<file path="src/rtl/bsg_link_pkg.sv">
// Shared definitions for the off-chip byte link (transmit and receive ends).
// Optional feature macro: BSG_UPSTREAM_TX_PARITY_EN
//   When defined, each 32-bit word is followed by a fifth beat carrying the
//   XOR of its four data bytes, and the beat counter widens to 3 bits.
package bsg_link_pkg;

  typedef enum logic {
    IDLE = 1'b0,
    SEND = 1'b1
  } state_e;

  localparam int unsigned BYTE_W         = 8;
  localparam int unsigned WORD_W         = 32;
  localparam int unsigned BYTES_PER_WORD = WORD_W / BYTE_W;

`ifdef BSG_UPSTREAM_TX_PARITY_EN
  localparam int unsigned BEATS_PER_WORD = 5;
  localparam int unsigned BEAT_W         = 3;
`else
  localparam int unsigned BEATS_PER_WORD = 4;
  localparam int unsigned BEAT_W         = 2;
`endif

  localparam logic [BEAT_W-1:0] LAST_BEAT = BEAT_W'(BEATS_PER_WORD - 1);

  localparam int unsigned DEFAULT_CREDITS = 16;
  localparam int unsigned DEFAULT_CW      = 7;

  // Byte carried on the wire for a given beat of a word.
  function automatic logic [BYTE_W-1:0] word_byte(input logic [WORD_W-1:0] w,
                                                  input logic [BEAT_W-1:0] beat);
    logic [WORD_W-1:0] shifted;
`ifdef BSG_UPSTREAM_TX_PARITY_EN
    logic [BYTE_W-1:0] par;
    if (beat == LAST_BEAT) begin
      par = '0;
      for (int i = 0; i < int'(BYTES_PER_WORD); i++) begin
        shifted = w >> (BYTE_W * i);
        par     = par ^ shifted[BYTE_W-1:0];
      end
      return par;
    end
`endif
    shifted = w >> (BYTE_W * int'(beat));
    return shifted[BYTE_W-1:0];
  endfunction

endpackage

</file>
<file path="src/rtl/bsg_link_credit_cnt.sv">
// Saturating up/down credit counter with a sticky overflow flag.
// Ports:
//   clk, rst   - clock, synchronous active-high reset (count returns to MAX)
//   inc        - one-cycle pulse returning a credit
//   dec        - consume a credit (caller guarantees count != 0)
//   count      - registered credit count
//   overflow   - sticky flag, set when a credit returns while already at MAX
module bsg_link_credit_cnt #(
  parameter int unsigned MAX = 16,
  parameter int unsigned W   = 7
) (
  input  logic         clk,
  input  logic         rst,
  input  logic         inc,
  input  logic         dec,
  output logic [W-1:0] count,
  output logic         overflow
);

  logic [W-1:0] count_d;
  logic         overflow_d;

  // Simultaneous inc and dec cancel; inc at MAX saturates and flags.
  always_comb begin
    count_d    = count;
    overflow_d = overflow;
    unique case ({inc, dec})
      2'b10: begin
        if (count == W'(MAX)) overflow_d = 1'b1;
        else                  count_d    = count + W'(1);
      end
      2'b01: begin
        if (count != '0) count_d = count - W'(1);
      end
      default: ;
    endcase
  end

  always_ff @(posedge clk) begin
    if (rst) begin
      count    <= W'(MAX);
      overflow <= 1'b0;
    end else begin
      count    <= count_d;
      overflow <= overflow_d;
    end
  end

endmodule

</file>
<file path="src/rtl/bsg_upstream_io_tx.sv">
// Transmit end of the off-chip byte link: serializes 32-bit core words into
// 8-bit IO beats, low byte first, under credit-based flow control.
// Optional feature macro: BSG_UPSTREAM_TX_PARITY_EN (adds an XOR parity beat).
// Ports:
//   clk, rst        - clock, synchronous active-high reset
//   core_data_in    - word to send
//   core_valid_in   - core_data_in is valid
//   core_ready_out  - word accepted this cycle if valid (combinational)
//   io_data_out     - IO byte (registered)
//   io_valid_out    - io_data_out valid (registered)
//   io_token_in     - one-cycle pulse returning one word credit
//   credits         - available credits (registered)
//   credit_overflow - sticky credit overflow flag (registered)
module bsg_upstream_io_tx
  import bsg_link_pkg::*;
#(
  parameter int unsigned CREDITS = DEFAULT_CREDITS,
  parameter int unsigned CW      = DEFAULT_CW
) (
  input  logic              clk,
  input  logic              rst,
  input  logic [WORD_W-1:0] core_data_in,
  input  logic              core_valid_in,
  output logic              core_ready_out,
  output logic [BYTE_W-1:0] io_data_out,
  output logic              io_valid_out,
  input  logic              io_token_in,
  output logic [CW-1:0]     credits,
  output logic              credit_overflow
);

  state_e              state_q, state_d;
  logic [BEAT_W-1:0]   beat_q, beat_d;
  logic [WORD_W-1:0]   shift_q, shift_d;
  logic [BYTE_W-1:0]   io_data_d;
  logic                io_valid_d;
  logic                accept;

  // Ready uses the registered credit count, so a token arriving while empty
  // only enables acceptance on the following cycle.
  assign core_ready_out = (credits != '0) &&
                          ((state_q == IDLE) || ((state_q == SEND) && (beat_q == LAST_BEAT)));
  assign accept = core_valid_in && core_ready_out;

  bsg_link_credit_cnt #(
    .MAX (CREDITS),
    .W   (CW)
  ) u_credit_cnt (
    .clk      (clk),
    .rst      (rst),
    .inc      (io_token_in),
    .dec      (accept),
    .count    (credits),
    .overflow (credit_overflow)
  );

  // Next-state, next-beat and the IO byte for the upcoming cycle.
  // The IO registers are loaded from the next state so that byte0 appears
  // the cycle right after acceptance.
  always_comb begin
    state_d    = state_q;
    beat_d     = beat_q;
    shift_d    = shift_q;
    io_valid_d = 1'b0;
    io_data_d  = '0;

    if (accept) begin
      shift_d = core_data_in;
      state_d = SEND;
      beat_d  = '0;
    end else if (state_q == SEND) begin
      if (beat_q == LAST_BEAT) begin
        state_d = IDLE;
        beat_d  = '0;
      end else begin
        beat_d = beat_q + BEAT_W'(1);
      end
    end

    if (state_d == SEND) begin
      io_valid_d = 1'b1;
      io_data_d  = word_byte(shift_d, beat_d);
    end
  end

  always_ff @(posedge clk) begin
    if (rst) begin
      state_q      <= IDLE;
      beat_q       <= '0;
      shift_q      <= '0;
      io_data_out  <= '0;
      io_valid_out <= 1'b0;
    end else begin
      state_q      <= state_d;
      beat_q       <= beat_d;
      shift_q      <= shift_d;
      io_data_out  <= io_data_d;
      io_valid_out <= io_valid_d;
    end
  end

endmodule

</file>
<file path="config.mk">
export PLATFORM = sky130hd
export DESIGN_NAME = bsg_upstream_io_tx
export DESIGN_NICKNAME = d
export VERILOG_FILES = /design/src/rtl/bsg_link_pkg.sv /design/src/rtl/bsg_link_credit_cnt.sv /design/src/rtl/bsg_upstream_io_tx.sv
export SDC_FILE = /design/constraint.sdc
export NUM_CORES = 1
export LEC_CHECK = 0
export ABC_AREA = 1
export BUFFER_PORTS_ARGS = -buffer_cell sky130_fd_sc_hd__buf_2
export CORE_ASPECT_RATIO = 1.5
export CORE_UTILIZATION = 56
export CTS_BUF_LIST = sky130_fd_sc_hd__clkbuf_8
export CTS_CLUSTER_DIAMETER = 60
export CTS_CLUSTER_SIZE = 20
export DETAILED_ROUTE_END_ITERATION = 7
export GPL_ROUTABILITY_DRIVEN = 0
export GPL_TIMING_DRIVEN = 0
export PLACE_DENSITY = 0.82
export SYNTH_ARGS = -nofsm -noshare
export SYNTH_HDL_FRONTEND = slang
export SYNTH_SLANG_ARGS = --single-unit
</file>
<file path="constraint.sdc">
create_clock -name clk -period 2.7 [get_ports clk]
set_clock_uncertainty 0.15 [all_clocks]
set_input_delay 0.54 -clock clk [delete_from_list [all_inputs] [get_ports clk]]
set_output_delay 0.54 -clock clk [all_outputs]
set_load 0.1 [all_outputs]
</file>
=== Word-level counts from Yosys, hierarchy flattened ===
Index checks and enable logic that the tools add are counted.
Widths: inputs -> output; s select.

* Flip-flop bits (word level): 52
* Output and inout port bits: 18

* Add/sub/neg operators: 3
* Equal/unequal tests: 6
* Shift-type cells: 1
* Muxes and demuxes: 11
* Bitwise logic cells: 2
* Reduce and logical (&&, ||, !) cells: 9

{| class="wikitable"
|+ Operator list
! operator !! number
|-
| $mux 32 || 1
|-
| $shr 32x5->8 || 1
|-
| $mux 7 || 2
|-
| $pmux 7 s2 || 1
|-
| $add 7x1->7 const B || 1
|-
| $eq 7x5->1 const B || 1
|-
| $reduce_bool 7->1 || 1
|-
| $sub 7x1->7 const B || 1
|-
| $mux 2 || 3
|-
| $eq 2x2->1 const B || 2
|-
| $mux 1 || 4
|-
| $ne 2x2->1 const B || 2
|-
| $logic_and 1x1->1 || 3
|-
| $reduce_and 3->1 || 1
|-
| $add 2x1->2 const B || 1
|-
| $eq 2x1->1 const B || 1
|-
| $not 1->1 || 2
|-
| $reduce_and 2->1 || 1
|-
| $reduce_bool 2->1 || 1
|-
| $reduce_or 2->1 || 1
|-
| $logic_or 1x1->1 || 1
|}

=== Depth between registers and ports, before layout ===
Gate-level depths: netlist (run 1).

* Depth in word-level cells: 8
* Depth in mapped cells: 17
* Gate-level depth less buffers: 17

=== By module ===
Synthesis (run 1) repeated with hierarchy kept, for this count alone.

* Cells, all modules: 361
* Area, all modules: 2613.8 sq um

{| class="wikitable"
|+ Modules (own cells, without submodules)
! module !! instances !! cells each !! area each (sq um) !! sequential area each (sq um)
|-
| bsg_upstream_io_tx || 1 || 265 || 1985.7 || 860.8
|-
| bsg_link_credit_cnt || 1 || 96 || 628.1 || 160.2
|}

=== Worst setup path after synthesis (run 1) ===
OpenSTA, ideal clock, no wires.

* Path type: reg2out
* Start: reg u_credit_cnt.count[2]
* End: out core_ready_out
* Arrival: 2.554 ns
* Required time: 2.010 ns
* Path slack: -0.544 ns
* Stages on the path, launching flop included: 6
* Path buffers: 1
* Cell sequence: dfxtp_1 nor2_1 nand2_1 nor2_1 nor2_2 clkbuf_1

* Longest elaborated chain between the ends: 2

{| class="wikitable"
|+ RTL lines
! what !! RTL line !! source
|-
| from (decl) || bsg_link_credit_cnt.sv:16 || <nowiki>output logic [W-1:0] count,</nowiki>
|-
| from (signal assigned) || bsg_link_credit_cnt.sv:41 || <nowiki>count <= W'(MAX);</nowiki>
|-
| from (signal assigned) || bsg_link_credit_cnt.sv:44 || <nowiki>count <= count_d;</nowiki>
|-
| $reduce_bool 7->1 || bsg_upstream_io_tx.sv:41 || <nowiki>assign core_ready_out = (credits != '0) &&</nowiki>
|-
| $logic_and 1x1->1 || bsg_upstream_io_tx.sv:41 ||
|-
| to (decl) || bsg_upstream_io_tx.sv:24 || <nowiki>output logic core_ready_out,</nowiki>
|}

Every way passes these cells.

=== Worst setup path in the final report (run 1) ===
* Start: reg beat_q[0]
* End: out core_ready_out

* Longest elaborated chain between the ends: 4

{| class="wikitable"
|+ RTL lines
! what !! RTL line !! source
|-
| from (decl) || bsg_upstream_io_tx.sv:33 || <nowiki>logic [BEAT_W-1:0] beat_q, beat_d;</nowiki>
|-
| from (signal assigned) || bsg_upstream_io_tx.sv:95 || <nowiki>beat_q <= beat_d;</nowiki>
|-
| $eq 2x2->1 || bsg_upstream_io_tx.sv:42 || <nowiki>((state_q == IDLE) || ((state_q == SEND) && (beat_q == LAST_BEAT)));</nowiki>
|-
| $logic_and 1x1->1 || bsg_upstream_io_tx.sv:42 ||
|-
| $logic_or 1x1->1 || bsg_upstream_io_tx.sv:42 ||
|-
| $logic_and 1x1->1 || bsg_upstream_io_tx.sv:41 ||
|}

Every way passes these cells.

==> impl_metrics.env, run 1 <==
export IMPL_htreeDepth=2
export IMPL_drtIter0Drc=106
export IMPL_drive_gt1_frac=0.264
export IMPL_cts_buffer_depth=2
export IMPL_die_y_um=81.9
export IMPL_dp_hpwl_um=4210
export IMPL_peakVddDrop_mv=0.686
export IMPL_avgSynthCellArea_um2=7.91
export IMPL_drc=0
export IMPL_holdPathStages=2
export IMPL_powerDensity_nw_per_um2=882
export IMPL_dpl_worst_slack_ps=358
export IMPL_fin_tns_setup_ps=0
export IMPL_synth_seq_cells=51
export IMPL_max_slew_margin=0.659
export IMPL_antenna_cells=0
export IMPL_grt_max_degree=17
export IMPL_finalHoldViolations=0
export IMPL_power_leakage_uw=0.00140
export IMPL_die_width_um=55.2
export IMPL_status="complete, no violations"
export IMPL_crit_required_ps=2010
export IMPL_first_global_vias=2176
export IMPL_cts_root_buf="clkbuf_8"
export IMPL_synth_nets=339
export IMPL_rsz0062_at_grt="no"
export IMPL_post_route_util=0.707
export IMPL_startpoint_type="flop"
export IMPL_viasPerCell=5.51
export IMPL_vias=2230
export IMPL_ant_nets=0
export IMPL_ys_seq_area_frac=0.429
export IMPL_hold_ws_ps=313
export IMPL_portBuffers=51
export IMPL_synth_cell_types=29
export IMPL_path_clk_slew_ps=100
export IMPL_io_pins=54
export IMPL_syn2layout_area_growth_pct=18.6
export IMPL_finalSetupViolCount=0
export IMPL_period_share=0.947
export IMPL_clk_latency_ps=310
export IMPL_setup_ws_ps=142
export IMPL_wl_per_cell_um=13.9
export IMPL_crit_path_end_kind="primary output"
export IMPL_synth_top_area_share=0.429
export IMPL_cts_setup_buffers=0
export IMPL_synth_area_um2=2380
export IMPL_synth_largest_area_cell="dfxtp_1"
export IMPL_final_nets=397
export IMPL_fmax_mhz=391
export IMPL_numCtsBuffers=5
export IMPL_placeableCoreArea_um2=3990
export IMPL_rows=28
export IMPL_crit_fanout=10
export IMPL_grt_ovfl_total=0
export IMPL_netlist_instances=301
export IMPL_r2r_cells=13
export IMPL_floorplan_initialDensity=0.596
export IMPL_placed_area_um2=2700
export IMPL_yosysWarnings=0
export IMPL_cts_tree="built"
export IMPL_fin_crit_ps=2560
export IMPL_fill_cells=335
export IMPL_worst_pin_slew_ps=505
export IMPL_finalWirelength_um=5640
export IMPL_cap_violations=0
export IMPL_crit_type="flop to primary output"
export IMPL_netlist_top_cells_area="dfxtp_1 (43%), nand2_1 (7.9%), mux2i_1 (7.6%), a21oi_1 (6.5%), nor2_1 (5.7%)"
export IMPL_drv_slew=0
export IMPL_die_area_um2=4520
export IMPL_grt_pass1_wl_um=9470
export IMPL_finalInstanceArea_um2=2820
export IMPL_arrival_ps=1870
export IMPL_hold_path_class="flop to flop"
export IMPL_drtPass1Iterations=4
export IMPL_numClockSinks=51
export IMPL_grt_use_total=0.267
export IMPL_antenna_found_initial=0
==> cell usage in the layout (no fill, tap or decap), types with 4 or more instances in the layout <==
cell type and count:
buf_2 52, nor2_1 36, nand4_1 6, a21oi_1 31
o21ai_0 17, inv_2 8, clkbuf_8 6, mux2i_1 18
nand3_1 24, dfxtp_1 46, nor2_2 6, clkbuf_1 5
inv_1 16, dfxtp_2 5, o21a_1 7, nand2_2 4
nand2_1 50
==> metrics by stage <==
step           std cells  power (µW)
2_1_floorplan        301        1740
3_3_place_gp         397        1910
3_5_place_dp         397        1930
4_1_cts              405        2490
5_1_grt              405        2610
6_report             405        2490
==> worst max-delay path: stages (launching register included) <==
cell	delay [ps]
dfxtp_1	370
ha_1	170
nor2_2	60
nor2_2	340
clkbuf_2	290
buf_4	320
==> power breakdown <==
group          leakage, µW  total, µW  internal [µW]  switching (µW)
registers         0.000420        911            848            63.0
logic             0.000914       1020            267             750
clock network    0.0000618        564            305             259
==> logic make-up after synthesis <==
| kind of cell | after synthesis | synth area share |
|---|---|---|
| DFF | 51 | 0.429 |
| and+or+nand+nor | 130 | 0.254 |
| adders and majority gates | 2 | 0.0105 |
| xor gates and xnor gates | 2 | 0.00736 |
| muxes | 18 | 0.0757 |
| AOI/OAI and AO/OA | 61 | 0.145 |
| buffers and inverters | 37 | 0.0788 |
==> final timing paths <==
path	startpoint	end	slack [ps]
worst max register to register	beat_q[0]	u_credit_cnt.count[6]	350
worst min register to register	shift_q[24]	shift_q[24]	310
worst max-delay path	beat_q[0]	core_ready_out	140
worst min-delay path	shift_q[24]	shift_q[24]	310
==> cell type report <==
class	instances	area, µm²	area share
well taps	45	56.3	0.0199
flip-flops and latches	51	1030	0.364
repair buffers	51	258	0.0913
multi-input cells	213	1170	0.415
clock buffers	6	82.6	0.0292
plain buffers	13	98.8	0.0350
clock inverters	2	38.8	0.0137
inverters	24	90.1	0.0319
==> metal layers <==
metal  track usage  vias up  wire length (µm)
met5             0        -                 0
met4         0.123        0               156
met3        0.0425       13               220
met2         0.537       60              3130
met1         0.265     1040              2140
li1              -     1117                 -
==> synth_stat cells <==
cell type,n
dfxtp_1,51
nand2_1,50
nor2_1,36
a21oi_1,31
nand3_1,24
mux2i_1,18
o21ai_0,17
inv_1,16
inv_2,8
o21a_1,7
clkbuf_1,6
nand4_1,6
nor2_2,6
nand2_2,4
buf_2,2
buf_6,2
ha_1,2
nand2_4,2
o211ai_1,2
xor2_1,2
a211oi_1,1
a21oi_4,1
buf_12,1
buf_4,1
buf_8,1
nand3_4,1
nand4_4,1
o21ai_1,1
o41ai_1,1
==> flip-flops by register name, indices dropped and copies added (netlist names) <==
name and cells:
beat_q 2, io_data_out 8, io_valid_out 1, shift_q 32, u_credit_cnt.count 7, u_credit_cnt.overflow 1
==> repair_timing <==
item,CTS,global route
hold buffers,0,0
resized for setup,0,2
endpoints found under the setup margin,0,1
No activity file was read; power rests on OpenSTA's default activity.
==> run 2, diff against run 1 <==
Settings changed: CORE_UTILIZATION 56 to 53, CTS_BUF_LIST sky130_fd_sc_hd__clkbuf_8 to default, CTS_CLUSTER_DIAMETER 60 to 80, HOLD_SLACK_MARGIN from default to 0.1, PLACE_DENSITY 0.82 to 0.78.
==> impl_metrics.env, run 2 (synthesized netlist as in run 1, its figures left out) <==
export IMPL_status="finished, violations left"
export IMPL_violations="DRC"
export IMPL_clk_latency_ps=300
export IMPL_finalInstanceArea_um2=2810
export IMPL_powerDensity_nw_per_um2=864
export IMPL_crit_type="flop to primary output"
export IMPL_finalWirelength_um=5290
export IMPL_post_route_util=0.657
export IMPL_whs_endpoint="shift_q[15]"
export IMPL_dp_hpwl_um=4130
export IMPL_rows=29
export IMPL_io_pins=54
export IMPL_drtIter0Drc=119
export IMPL_period_share=0.909
export IMPL_portBuffers=51
export IMPL_wl_per_cell_um=13.0
export IMPL_ant_nets=0
export IMPL_first_global_vias=2133
export IMPL_antenna_found_initial=0
export IMPL_numClockSinks=51
export IMPL_cap_violations=0
export IMPL_grt_max_degree=15
export IMPL_viasPerCell=5.41
export IMPL_crit_start="u_credit_cnt.count[1]"
export IMPL_fin_crit_ps=2450
export IMPL_crit_required_ps=2010
export IMPL_syn2layout_area_growth_pct=18.1
export IMPL_holdPathStages=2
export IMPL_rrSetupSlack_ps=430
export IMPL_die_width_um=56.7
export IMPL_grt_use_total=0.246
export IMPL_peakVddDrop_mv=0.621
export IMPL_regMostFlops="shift_q"
export IMPL_grt_pass1_wl_um=9200
export IMPL_reg2reg_to="u_credit_cnt.count[4]"
export IMPL_fin_tns_setup_ps=0
export IMPL_htreeDepth=2
export IMPL_drc=4
export IMPL_startpoint_type="flop"
export IMPL_placeableCoreArea_um2=4280
export IMPL_crit_path_end_kind="primary output"
export IMPL_fmax_mhz=407
export IMPL_die_area_um2=4770
export IMPL_fill_cells=394
export IMPL_placed_area_um2=2700
export IMPL_arrival_ps=1760
export IMPL_r2r_start="beat_q[0]"
export IMPL_cts_buffer_depth=2
export IMPL_hold_start="shift_q[15]"
export IMPL_cts_setup_buffers=0
export IMPL_path_clk_slew_ps=90
export IMPL_drv_slew=0
export IMPL_reg_largest_list="shift_q: 32 flops, io_data_out: 8 flops, u_credit_cnt.count: 7 flops"
export IMPL_final_nets=397
export IMPL_cts_root_buf="clkbuf_8"
export IMPL_floorplan_initialDensity=0.556
export IMPL_hold_path_class="flop to flop"
export IMPL_numCtsBuffers=5
export IMPL_die_y_um=84.1
export IMPL_grt_ovfl_total=0
export IMPL_power_leakage_uw=0.00139
export IMPL_layout_commonest_cell="buf_2"
export IMPL_rsz0062_at_grt="no"
export IMPL_cts_tree="built"
export IMPL_layout_common_cells="buf_2 (52), nand2_1 (50), dfxtp_1 (46)"
export IMPL_cts_hold_buf=0
export IMPL_max_slew_margin=0.658
export IMPL_antenna_cells=0
export IMPL_crit_fanout=10
export IMPL_worst_pin_slew_ps=506
export IMPL_finalHoldViolations=0
export IMPL_vias=2191
export IMPL_r2r_cells=16
export IMPL_largest_register_ffs=32
export IMPL_drtPass1Iterations=7
export IMPL_finalSetupViolCount=0
export IMPL_drive_gt1_frac=0.259
[run 2: cell count changes in the layout (fill, tap and decap cells not counted)]
cell,change
buf_4,-1
clkbuf_1,+1
clkbuf_8,-1
clkbuf_4,+1
nor2_4,+1
nor2_2,-1
inv_6,-1
[run 2: per-layer routing]
metal / wire length [µm] / vias up / track usage
li1: - / 1115 / -
met1: 2130 / 995 / 0.274
met2: 2790 / 63 / 0.443
met3: 181 / 18 / 0.0341
met4: 178 / 0 / 0.125
met5: 0 / - / 0
[run 2: stage by stage]
step	power, µW	hold WS (ps)	instances	setup WS, ps
finish	2430	314	405	245
global route	2570	335	405	104
CTS	2430	318	405	24.6
detailed placement	1930	299	398	357
global placement	1910	299	398	379
floorplan	1740	290	301	37.1
[run 2: cell type report]
cell class                 instances  area, µm²  share of cell area
sequential                        51       1030               0.365
clock inverter                     1       30.0              0.0107
multi-input combinational        213       1180               0.419
clock buffer                       6       72.6              0.0258
tap                               46       57.6              0.0205
inverter                          24       90.1              0.0320
timing repair buffer              51        258              0.0917
buffer                            13       98.8              0.0352
[run 2: worst max path at each step]
| stage | endpoint | depth (start not counted) |
|---|---|---|
| 2_1_floorplan | core_ready_out | 5 |
| 3_3_place_gp | core_ready_out | 6 |
| 3_5_place_dp | core_ready_out | 5 |
| 4_1_cts | core_ready_out | 5 |
| 5_1_grt | core_ready_out | 5 |
| 6_report | core_ready_out | 6 |
[run 2: power breakdown]
part,internal [µW],switching (µW),total [µW]
Clock,272,240,511
Combinational,269,740,1010
Sequential,848,60.2,908
Total,1390,1040,2430
[run 2: what timing repair did]
action                     4_1_cts  5_1_grt
resized for setup                0        2
hold endpoints to repair         0        0
setup endpoints to repair        0        1
[run 2: worst max-delay path, stage by stage (launching register included)]
cell and delay, ps:
dfxtp_1 430, nor2_1 70, nand2_1 60, nor2_1 70, nor2_4 210, clkbuf_2 260, clkbuf_4 370
